## config.mk

```make
export PLATFORM = sky130hd
export DESIGN_NAME = ice_stream_rx
export DESIGN_NICKNAME = d
export VERILOG_FILES = /design/src/rtl/ice_stream_rx.sv
export SDC_FILE = /design/constraint.sdc
export NUM_CORES = 1
export LEC_CHECK = 0
export CAP_MARGIN = 30
export CORE_UTILIZATION = 40
export CTS_BUF_LIST = sky130_fd_sc_hd__clkbuf_4 sky130_fd_sc_hd__clkbuf_8 sky130_fd_sc_hd__clkbuf_16
export DETAILED_ROUTE_END_ITERATION = 6
export PLACE_DENSITY = 0.66
export SLEW_MARGIN = 20
export SYNTH_ARGS = -nofsm -noshare
export SYNTH_HDL_FRONTEND = slang
export SYNTH_SLANG_ARGS = --single-unit
export TNS_END_PERCENT = 50
```

## constraint.sdc

```tcl
create_clock -name clk -period 5.9 [get_ports clk]
set_clock_uncertainty 0.1 [all_clocks]
set_input_delay 1.18 -clock clk [delete_from_list [all_inputs] [get_ports clk]]
set_output_delay 1.18 -clock clk [all_outputs]
set_load 0.01 [all_outputs]
```

## src/rtl/ice_stream_rx.sv

```systemverilog
// ICEStream pin receiver: registers the enable/data pins, deserializes MSB-first words
// and buffers them in a power-of-two FIFO drained through a valid/ready port.
module ice_stream_rx #(
  parameter int unsigned WORD_W = 8,
  parameter int unsigned DEPTH  = 8
) (
  input  logic                     clk,
  input  logic                     rst_n,
  input  logic                     pin_en,
  input  logic                     pin_d,
  output logic                     out_valid,
  input  logic                     out_ready,
  output logic [WORD_W-1:0]        out_data,
  output logic [$clog2(DEPTH):0]   level,
  output logic [15:0]              word_cnt,
  output logic                     err_ovf,
  output logic                     err_frame
);

  localparam int unsigned CntW  = $clog2(WORD_W);
  localparam int unsigned AddrW = $clog2(DEPTH);
  localparam int unsigned PtrW  = AddrW + 1;
  localparam logic [CntW-1:0] LastBit = CntW'(WORD_W - 1);

  typedef enum logic [0:0] {StIdle, StRecv} state_e;

  state_e stateQ, stateD;

  logic              enQ, dQ;
  logic [WORD_W-2:0] shiftQ, shiftD;
  logic [WORD_W-1:0] shiftNext;
  logic [CntW-1:0]   bitCntQ, bitCntD;
  logic              wordDone, frameErr;

  logic              pushQ;
  logic [WORD_W-1:0] pushDataQ;
  logic [PtrW-1:0]   wrPtrQ, rdPtrQ, fill;
  logic [15:0]       wordCntQ;
  logic              errOvfQ, errFrameQ;
  logic              empty, full, pop, accept;

  logic [WORD_W-1:0] mem [DEPTH];

  // Pin input stage
  always_ff @(posedge clk or negedge rst_n) begin
    if (!rst_n) begin
      enQ <= 1'b0;
      dQ  <= 1'b0;
    end else begin
      enQ <= pin_en;
      dQ  <= pin_d;
    end
  end

  // FSM state register
  always_ff @(posedge clk or negedge rst_n) begin
    if (!rst_n) begin
      stateQ <= StIdle;
    end else begin
      stateQ <= stateD;
    end
  end

  // FSM next state
  always_comb begin
    stateD = stateQ;
    unique case (stateQ)
      StIdle:  if (enQ) stateD = StRecv;
      StRecv:  if (!enQ) stateD = StIdle;
      default: stateD = StIdle;
    endcase
  end

  // FSM outputs: shift/bit-count updates, word completion and framing error
  assign shiftNext = {shiftQ, dQ};

  always_comb begin
    shiftD   = shiftQ;
    bitCntD  = bitCntQ;
    wordDone = 1'b0;
    frameErr = 1'b0;
    unique case (stateQ)
      StIdle: begin
        if (enQ) begin
          shiftD  = shiftNext[WORD_W-2:0];
          bitCntD = CntW'(1);
        end
      end
      StRecv: begin
        if (enQ) begin
          shiftD = shiftNext[WORD_W-2:0];
          if (bitCntQ == LastBit) begin
            wordDone = 1'b1;
            bitCntD  = '0;
          end else begin
            bitCntD = bitCntQ + CntW'(1);
          end
        end else begin
          frameErr = (bitCntQ != '0);
          bitCntD  = '0;
        end
      end
      default: ;
    endcase
  end

  // Completed words spend one cycle in a holding register before the FIFO write
  always_ff @(posedge clk or negedge rst_n) begin
    if (!rst_n) begin
      shiftQ    <= '0;
      bitCntQ   <= '0;
      pushQ     <= 1'b0;
      pushDataQ <= '0;
      errFrameQ <= 1'b0;
    end else begin
      shiftQ  <= shiftD;
      bitCntQ <= bitCntD;
      pushQ   <= wordDone;
      if (wordDone) pushDataQ <= shiftNext;
      if (frameErr) errFrameQ <= 1'b1;
    end
  end

  assign fill   = wrPtrQ - rdPtrQ;
  assign empty  = (fill == '0);
  assign full   = (fill == PtrW'(DEPTH));
  assign pop    = !empty && out_ready;
  // A pop on the same edge frees the slot, so a full FIFO still accepts the word
  assign accept = pushQ && (!full || pop);

  always_ff @(posedge clk or negedge rst_n) begin
    if (!rst_n) begin
      wrPtrQ   <= '0;
      rdPtrQ   <= '0;
      wordCntQ <= '0;
      errOvfQ  <= 1'b0;
    end else begin
      if (pop) rdPtrQ <= rdPtrQ + PtrW'(1);
      if (accept) begin
        wrPtrQ   <= wrPtrQ + PtrW'(1);
        wordCntQ <= wordCntQ + 16'd1;
      end else if (pushQ) begin
        errOvfQ <= 1'b1;
      end
    end
  end

  always_ff @(posedge clk) begin
    if (accept) mem[wrPtrQ[AddrW-1:0]] <= pushDataQ;
  end

  assign out_valid = !empty;
  assign out_data  = empty ? '0 : mem[rdPtrQ[AddrW-1:0]];
  assign level     = fill;
  assign word_cnt  = wordCntQ;
  assign err_ovf   = errOvfQ;
  assign err_frame = errFrameQ;

endmodule
```

==> flow_metrics.py, run 1 <==
metrics = {
    "pwr": {
        "ir_drop_v": 0.000280,
        "power-per-cell-area_nw_per_um2": 390,
        "p_leak_nw": 2.11,
    },
    "setup_path": {
        "reg2reg_depth": 8,
        "crit_path_start": "rdPtrQ[1]",
        "cpLargestDelayFamily": "flip-flops",
        "required_ns": 4.62,
        "start_kind": "flip-flop",
        "arrival_ns": 3.50,
        "critPathCaptureType": "primary output",
        "cp_max_fo": 20,
        "slowest_delay_ns": 0.92,
        "cp_slowest_cell": "dfrtp_1",
        "reg2reg_from": "rdPtrQ[1]",
        "r2r-end": "mem[2][7]",
        "r2r_slack_ns": 2.58,
        "crit_type": "flip-flop to primary output",
        "path_cells": "inv_1 -> fa_1 -> xor2_1 -> or3_4 -> nor3_4 -> a21oi_1 -> clkdlybuf4s50_1",
        "crit_buf_inv": 2,
    },
    "outcome": {
        "status": "finished, final reports clean",
    },
    "place": {
        "placedCellCount": 469,
        "dp_hpwl_um": 5420,
        "globalplace.congestion": 0.706,
        "placedInstanceArea_um2": 5270,
        "io_buffers": 35,
    },
    "drt": {
        "dr.pass1.iters": 4,
        "route.met3.wl_um": 244,
        "wl_met1_um": 3780,
        "antenna_left": 0,
        "via_count": 2510,
        "routed.top_layer": "met4",
        "drc": 0,
        "routed_wl_um": 8230,
        "vias_per_cell": 5.18,
        "wl_per_cell_um": 17.0,
        "wl_met2_um": 4140,
        "drt_iter0_drc": 83,
    },
    "min_path": {
        "hp-class": "flip-flop to flip-flop",
        "min_from": "err_ovf",
        "worst_hold_path.num_cells": 1,
        "hold_end": "err_ovf",
    },
    "clock_tree": {
        "cts-root-buf": "clkbuf_16",
        "cts-resized-gates": 0,
        "numCtsBuffers": 9,
        "cts_tree": "yes",
        "clk_pin_slew_ns": 0.08,
        "hold_buffers": 0,
        "cts_setup_buffers": 0,
        "cts_max_level": 3,
        "clock_path_buffers": 2,
        "cts.sinks": 112,
        "insertion_delay_ns": 0.34,
    },
    "grt": {
        "grt_pass1_wl_um": 13500,
        "antenna_found_initial": 0,
        "track_usage_pct": 14.2,
        "grt_max_degree": 34,
        "grt_pass1_vias": 2622,
        "grt_overflow": 0,
    },
    "logic_synthesis": {
        "synth-edff-count": 64,
        "synth-seq-area-share_pct": 66.1,
        "avgSynthCellArea_um2": 16.1,
        "syn-cell-area_um2": 4730,
        "yosysWarnings": 0,
        "synthFlopType": "edfxtp_1",
        "ys_types": 49,
        "synth_top_area_share_pct": 40.7,
        "synthCells": 293,
        "syn-num-nets": 308,
        "yosys.area.top_type": "edfxtp_1",
        "synth_seq_cells": 112,
        "async_flop_share_pct": 42.9,
        "yosys-top-cells-area": "edfxtp_1 41%, dfrtp_1 25%, mux4_2 7.6%",
    },
    "finish": {
        "utilization_pct": 48.7,
        "final.fill_count": 963,
        "fin_cells": 485,
        "final_cell_mix": "64 x edfxtp_1, 48 x dfrtp_1, 34 x clkdlybuf4s50_1",
        "stdcell_area_um2": 5580,
        "drive_gt1_share_pct": 21.9,
        "final_nets": 352,
        "diodes": 0,
        "synthToLayoutAreaGrowth_pct": 18.1,
        "final_common_cell": "edfxtp_1",
    },
    "die": {
        "start_util_pct": 41.2,
        "rows": 39,
        "die_area_um2": 12300,
        "die_w_um": 111,
        "io_pins": 36,
        "core_um2": 11500,
        "chipHeight_um": 111,
    },
    "timing": {
        "rsz0062_at_grt": "no",
        "layout_min_cycle_time_ns": 4.78,
        "holdWs_ns": 0.363,
        "period_share_pct": 81.1,
        "hold_violations": 0,
        "drv_slew": 0,
        "relSlewSlack_pct": 41.9,
        "max_clock_freq_ghz": 0.209,
        "tns_ns": 0,
        "finalSetupViolCount": 0,
        "worst_pin_slew_ns": 0.872,
    },
    "job": {
        "drv_cap": 0,
    },
}
-- cells by family after synthesis --
kind of cell,Yosys count,synth area share [%]
mux,34,12.0
buf+inv,21,2.01
compound gates,20,3.34
xor+xnor,23,4.26
flops,112,66.1
fa+ha+maj,10,2.81
simple gates,73,9.53
-- stage by stage --
| step | setup WS [ns] | power, mW |
|---|---|---|
| global route | 0.950 | 2.28 |
| CTS | 1.05 | 2.21 |
| finish | 1.12 | 2.18 |
| global placement | 1.53 | 1.58 |
| floorplan | 2.26 | 1.35 |
| detailed placement | 1.45 | 1.60 |
-- Yosys cell counts (all sizes together), types with 3 or more instances --
| master | count |
|---|---|
| edfxtp | 64 |
| xor2 | 6 |
| and2 | 3 |
| nor3 | 7 |
| nand2 | 25 |
| xnor2 | 17 |
| nand3 | 7 |
| a21oi | 11 |
| clkbuf | 5 |
| inv | 10 |
| mux2 | 18 |
| nor4 | 3 |
| buf | 6 |
| dfrtp | 48 |
| ha | 9 |
| nor2 | 4 |
| mux4 | 16 |
| nand4 | 6 |
| and3 | 8 |
-- metal layers --
metal	vias up	GRT usage, %
li1	1181	-
met1	1287	19.1
met2	36	23.2
met3	6	2.84
met4	0	4.53
met5	-	0
-- worst max-delay path by stage --
stage | end | slack, ns | cells after the start
CTS | out_data[6] | 1.05 | 7
detailed placement | out_data[5] | 1.45 | 7
global placement | out_valid | 1.53 | 7
finish | out_data[6] | 1.12 | 7
floorplan | out_valid | 2.26 | 8
global route | out_data[4] | 0.95 | 7
-- sequential cells by signal (all words and copies together), names as in the netlist --
signal,flops
bitCntQ,3
enQ,1
shiftQ,7
stateQ,1
word_cnt,16
wrPtrQ,4
mem,64
err_frame,1
pushDataQ,8
err_ovf,1
rdPtrQ,4
pushQ,1
dQ,1
-- where the power goes --
part	switching, mW	leakage [nW]	total, mW	internal [mW]
clock	0.303	0.151	0.609	0.305
sequential	0.0683	1.18	0.932	0.864
combinational	0.289	0.780	0.639	0.350
total	0.660	2.11	2.18	1.52
-- cell type report --
cell class / instances / area, µm² / share of cell area, %
sequential: 112 / 3120 / 55.9
multi-input combinational: 160 / 1510 / 27.0
timing repair buffer: 44 / 425 / 7.62
clock buffer: 9 / 225 / 4.03
tap: 143 / 179 / 3.20
clock inverter: 7 / 83.8 / 1.50
inverter: 10 / 37.5 / 0.672
Note: power is estimated with default switching activity, not from simulation.
==> inputs of run 2 (changes only) <==
--- a/config.mk
+++ b/config.mk
@@ -9,7 +9,7 @@
 export CORE_UTILIZATION = 40
 export CTS_BUF_LIST = sky130_fd_sc_hd__clkbuf_4 sky130_fd_sc_hd__clkbuf_8 sky130_fd_sc_hd__clkbuf_16
 export DETAILED_ROUTE_END_ITERATION = 6
-export PLACE_DENSITY = 0.66
+export PLACE_DENSITY = 0.68
 export SLEW_MARGIN = 20
 export SYNTH_ARGS = -nofsm -noshare
 export SYNTH_HDL_FRONTEND = slang
==> constraint.sdc (replaced) <==
create_clock -name clk -period 3.9 [get_ports clk]
set_clock_uncertainty 0.1 [all_clocks]
set_input_delay 0.78 -clock clk [delete_from_list [all_inputs] [get_ports clk]]
set_output_delay 0.78 -clock clk [all_outputs]
set_load 0.01 [all_outputs]
==> flow_metrics.py, run 2 (synthesis results as in run 1) <==
metrics = {
    "drt": {
        "wl_per_cell_um": 16.9,
        "vias_per_cell": 5.16,
        "routed_wl_um": 8280,
        "dr.pass1.iters": 4,
        "antenna_left": 0,
        "drt_iter0_drc": 157,
        "via_count": 2521,
        "drc": 0,
    },
    "setup_path": {
        "cp_max_fo": 10,
        "arrival_ns": 2.87,
        "crit_type": "flip-flop to primary output",
        "critPathCaptureType": "primary output",
        "required_ns": 3.02,
        "start_kind": "flip-flop",
    },
    "grt": {
        "grt_overflow": 0,
        "grt_max_degree": 31,
        "grt_pass1_wl_um": 13700,
        "track_usage_pct": 14.7,
        "antenna_found_initial": 0,
        "grt_pass1_vias": 2589,
    },
    "finish": {
        "fin_cells": 489,
        "final_cell_mix": "64 x edfxtp_1, 47 x dfrtp_1, 34 x clkdlybuf4s50_1",
        "synthToLayoutAreaGrowth_pct": 19.0,
        "diodes": 0,
        "final_common_cell": "edfxtp_1",
        "multi_input_area_um2": 1520,
        "largest_reg_flops": 64,
        "drive_gt1_share_pct": 23.1,
        "regArea_um2": 3120,
        "stdcell_area_um2": 5630,
        "final_nets": 356,
        "final.fill_count": 943,
        "utilization_pct": 49.1,
    },
    "pwr": {
        "ir_drop_v": 0.000271,
        "p_leak_nw": 2.13,
        "power-per-cell-area_nw_per_um2": 592,
    },
    "timing": {
        "finalSetupViolCount": 0,
        "layout_min_cycle_time_ns": 3.75,
        "tns_ns": 0,
        "relSlewSlack_pct": 50.6,
        "drv_slew": 0,
        "max_clock_freq_ghz": 0.267,
        "rsz0062_at_grt": "no",
        "hold_violations": 0,
        "period_share_pct": 96.1,
        "holdWs_ns": 0.284,
        "worst_pin_slew_ns": 0.737,
    },
    "job": {
        "drv_cap": 0,
    },
    "place": {
        "dp_hpwl_um": 5470,
        "globalplace.congestion": 0.719,
        "io_buffers": 35,
        "placedInstanceArea_um2": 5300,
        "placedCellCount": 471,
    },
    "die": {
        "die_area_um2": 12300,
        "start_util_pct": 41.2,
        "die_w_um": 111,
        "rows": 39,
        "io_pins": 36,
        "core_um2": 11500,
        "chipHeight_um": 111,
    },
    "clock_tree": {
        "insertion_delay_ns": 0.35,
        "hold_buffers": 0,
        "cts_tree": "yes",
        "numCtsBuffers": 9,
        "clock_path_buffers": 2,
        "cts-root-buf": "clkbuf_16",
        "clk_pin_slew_ns": 0.07,
        "cts.sinks": 112,
        "cts_max_level": 3,
    },
    "min_path": {
        "hp-class": "input port to async pin",
    },
    "outcome": {
        "status": "finished, final reports clean",
    },
}
[run 2: cell count changes in the layout (fill, tap and decap cells not counted), sizes merged]
cell | before | now
inv | 14 | 12
buf | 10 | 14
clkinv | 3 | 2
clkbuf | 9 | 12
[run 2: layer usage]
layer	share of wire (%)	wire length (µm)	vias to the layer above	GRT usage [%]
met3	4.7	389	10	3.39
met1	47	3930	1265	20.4
met2	46	3840	53	22.4
met5	0	0	-	0
li1	-	-	1193	-
met4	1.5	125	0	6.04
[run 2: final cells by class]
type                       instances  share of cell area [%]
clock inverter                     4                   0.601
sequential                       112                    55.5
clock buffer                      12                    4.72
inverter                          10                   0.667
tap                              143                    3.18
timing repair buffer              48                    8.32
multi-input combinational        160                    27.0
[run 2: critical path, stage by stage, from the launching register on]
cell             delay [ns]
dfrtp_2                0.42
inv_1                  0.08
ha_1                   0.16
inv_1                  0.05
fa_1                   0.37
xor2_1                 0.18
or3_4                  0.38
nor3_4                 0.21
buf_12                 0.15
a21oi_1                0.04
clkdlybuf4s50_1        0.47
[run 2: final timing paths]
| kind | cells after the start | endpoint | from | slack (ns) |
|---|---|---|---|---|
| hold / removal | 1 | word_cnt[9] | rst_n | 0.28 |
| max in group asynchronous | 2 | wrPtrQ[0] | rst_n | 2.89 |
| hold reg to reg | 1 | err_ovf | err_ovf | 0.37 |
| min in group clk | 1 | err_ovf | err_ovf | 0.37 |
| setup reg to reg | 7 | mem[2][6] | rdPtrQ[2] | 1.07 |
| setup / recovery | 10 | out_data[7] | wrPtrQ[0] | 0.15 |
[run 2: through the flow]
| stage | power (mW) | setup WS (ns) |
|---|---|---|
| floorplan | 2.04 | 0.406 |
| global placement | 2.42 | 0.302 |
| detailed placement | 2.43 | 0.229 |
| CTS | 3.37 | 0.0490 |
| global route | 3.50 | 0.0230 |
| finish | 3.33 | 0.151 |
[run 2: what timing repair did]
item                       CTS  global route
buffers inserted             1             1
gates resized for setup      1             0
pin swaps                    1             0
setup endpoints to repair    9             9
[run 2: report_power, final]
part           switching (mW)  internal [mW]  total, mW
sequential             0.0483           1.31       1.36
clock                   0.416          0.494      0.911
combinational           0.497          0.566       1.06
total                   0.962           2.37       3.33
==> inputs of run 3 (changes only) <==
--- a/config.mk
+++ b/config.mk
@@ -10,6 +10,7 @@
 export CTS_BUF_LIST = sky130_fd_sc_hd__clkbuf_4 sky130_fd_sc_hd__clkbuf_8 sky130_fd_sc_hd__clkbuf_16
 export DETAILED_ROUTE_END_ITERATION = 6
 export PLACE_DENSITY = 0.68
+export SETUP_SLACK_MARGIN = 0.3
 export SLEW_MARGIN = 20
 export SYNTH_ARGS = -nofsm -noshare
 export SYNTH_HDL_FRONTEND = slang
==> flow_metrics.py, run 3 (synthesis results as in run 1) <==
metrics = {
    "drt": {
        "drt_iter0_drc": 141,
        "vias_per_cell": 5.17,
        "wl_per_cell_um": 17.0,
        "routed_wl_um": 8310,
        "via_count": 2526,
        "dr.pass1.iters": 4,
        "drc": 0,
        "antenna_left": 0,
    },
    "grt": {
        "antenna_found_initial": 0,
        "grt_max_degree": 31,
        "grt_pass1_wl_um": 13700,
        "track_usage_pct": 14.7,
        "grt_pass1_vias": 2597,
        "grt_overflow": 0,
    },
    "setup_path": {
        "crit_path_start": "wrPtrQ[0]",
        "reg2reg_from": "rdPtrQ[2]",
        "crit_buf_inv": 5,
        "r2r_slack_ns": 1.06,
        "arrival_ns": 2.83,
        "r2r-end": "mem[2][6]",
        "crit_end": "out_valid",
        "start_kind": "flip-flop",
        "slowest_delay_ns": 0.46,
        "path_common_cell": "inv_1",
        "cp_slowest_cell": "clkdlybuf4s50_1",
        "cpLargestDelayFamily": "buffers and inverters",
        "path_depth": 10,
        "critPathCaptureType": "primary output",
        "reg2reg_depth": 7,
        "path_cells": "inv_1 -> ha_1 -> inv_1 -> fa_1 -> xor2_1 -> or3_4 -> nor3_4 -> buf_12 -> inv_1 -> clkdlybuf4s50_1",
        "crit_type": "flip-flop to primary output",
        "cp_max_fo": 10,
        "required_ns": 3.02,
    },
    "min_path": {
        "hp-class": "input port to async pin",
    },
    "timing": {
        "period_share_pct": 95.0,
        "relSlewSlack_pct": 51.3,
        "tns_ns": 0,
        "max_clock_freq_ghz": 0.270,
        "finalSetupViolCount": 0,
        "layout_min_cycle_time_ns": 3.71,
        "rsz0062_at_grt": "yes",
        "drv_slew": 0,
        "worst_pin_slew_ns": 0.728,
        "hold_violations": 0,
    },
    "pwr": {
        "p_leak_nw": 2.18,
        "ir_drop_v": 0.000270,
        "power-per-cell-area_nw_per_um2": 585,
    },
    "finish": {
        "drive_gt1_share_pct": 23.1,
        "fin_cells": 489,
        "synthToLayoutAreaGrowth_pct": 19.1,
        "final_cell_mix": "64 x edfxtp_1, 47 x dfrtp_1, 26 x clkdlybuf4s50_1",
        "final_common_cell": "edfxtp_1",
        "diodes": 0,
        "final_nets": 356,
        "largest_reg_flops": 64,
    },
    "clock_tree": {
        "cts-root-buf": "clkbuf_16",
        "hold_buffers": 0,
        "insertion_delay_ns": 0.35,
        "cts.sinks": 112,
        "clock_path_buffers": 2,
        "clk_pin_slew_ns": 0.07,
        "cts_tree": "yes",
        "numCtsBuffers": 9,
        "cts_max_level": 3,
    },
    "place": {
        "globalplace.congestion": 0.719,
        "dp_hpwl_um": 5470,
        "io_buffers": 35,
        "placedCellCount": 471,
    },
    "die": {
        "rows": 39,
        "core_um2": 11500,
        "die_area_um2": 12300,
        "chipHeight_um": 111,
        "die_w_um": 111,
        "io_pins": 36,
        "start_util_pct": 41.2,
    },
    "outcome": {
        "status": "finished, final reports clean",
    },
    "job": {
        "drv_cap": 0,
    },
}
## run 3: changes by cell type in the layout (fill, tap and decap cells not counted)
cell and change:
clkdlybuf4s50_1 -8, dlygate4sd2_1 +4, dlymetal6s2s_1 +4
## run 3: metal layers
layer / GRT usage [%] / part of all wire, % / vias to the layer above
met5: 0 / 0 / -
met4: 6.04 / 1.5 / 0
met3: 3.39 / 3.8 / 10
met2: 22.4 / 47 / 46
met1: 20.4 / 48 / 1277
li1: - / - / 1193
## run 3: area by class of cell
class                   count  area, µm²
well taps                 143        179
inverters                  10       37.5
flip-flops and latches    112       3120
multi-input cells         160       1520
fillers                   940       5840
clock inverters             4       33.8
repair buffers             48        473
clock buffers              12        265
## run 3: worst min-delay path by stage
stage            start     endpoint  cells past startpoint
2_1_floorplan      enQ       stateQ                      0
3_5_place_dp   err_ovf      err_ovf                      1
5_1_grt          rst_n  word_cnt[3]                      1
6_report         rst_n  word_cnt[9]                      1
3_3_place_gp   err_ovf      err_ovf                      1
4_1_cts          rst_n  word_cnt[3]                      1
## run 3: metrics by stage
step | utilization (%) | power [mW] | instance area [µm²] | setup WS [ns] | hold WS [ns]
3_5_place_dp | 46.2 | 2.43 | 5300 | 0.229 | 0.358
2_1_floorplan | - | 2.04 | 4730 | 0.406 | 0.249
6_report | 49.1 | 3.29 | 5630 | 0.194 | 0.284
4_1_cts | 49.0 | 3.34 | 5620 | 0.158 | 0.296
3_3_place_gp | 45.9 | 2.42 | 5270 | 0.302 | 0.341
5_1_grt | 49.1 | 3.46 | 5630 | 0.0577 | 0.308
## run 3: report_power, final
group	internal, mW	switching [mW]
Sequential	1.31	0.0481
Combinational	0.527	0.498
Clock	0.494	0.415
## run 3: what timing repair did
action	CTS	global route
setup buffers	2	0
resized for setup	5	4
pin swaps	1	0
endpoints found under the setup margin	9	9
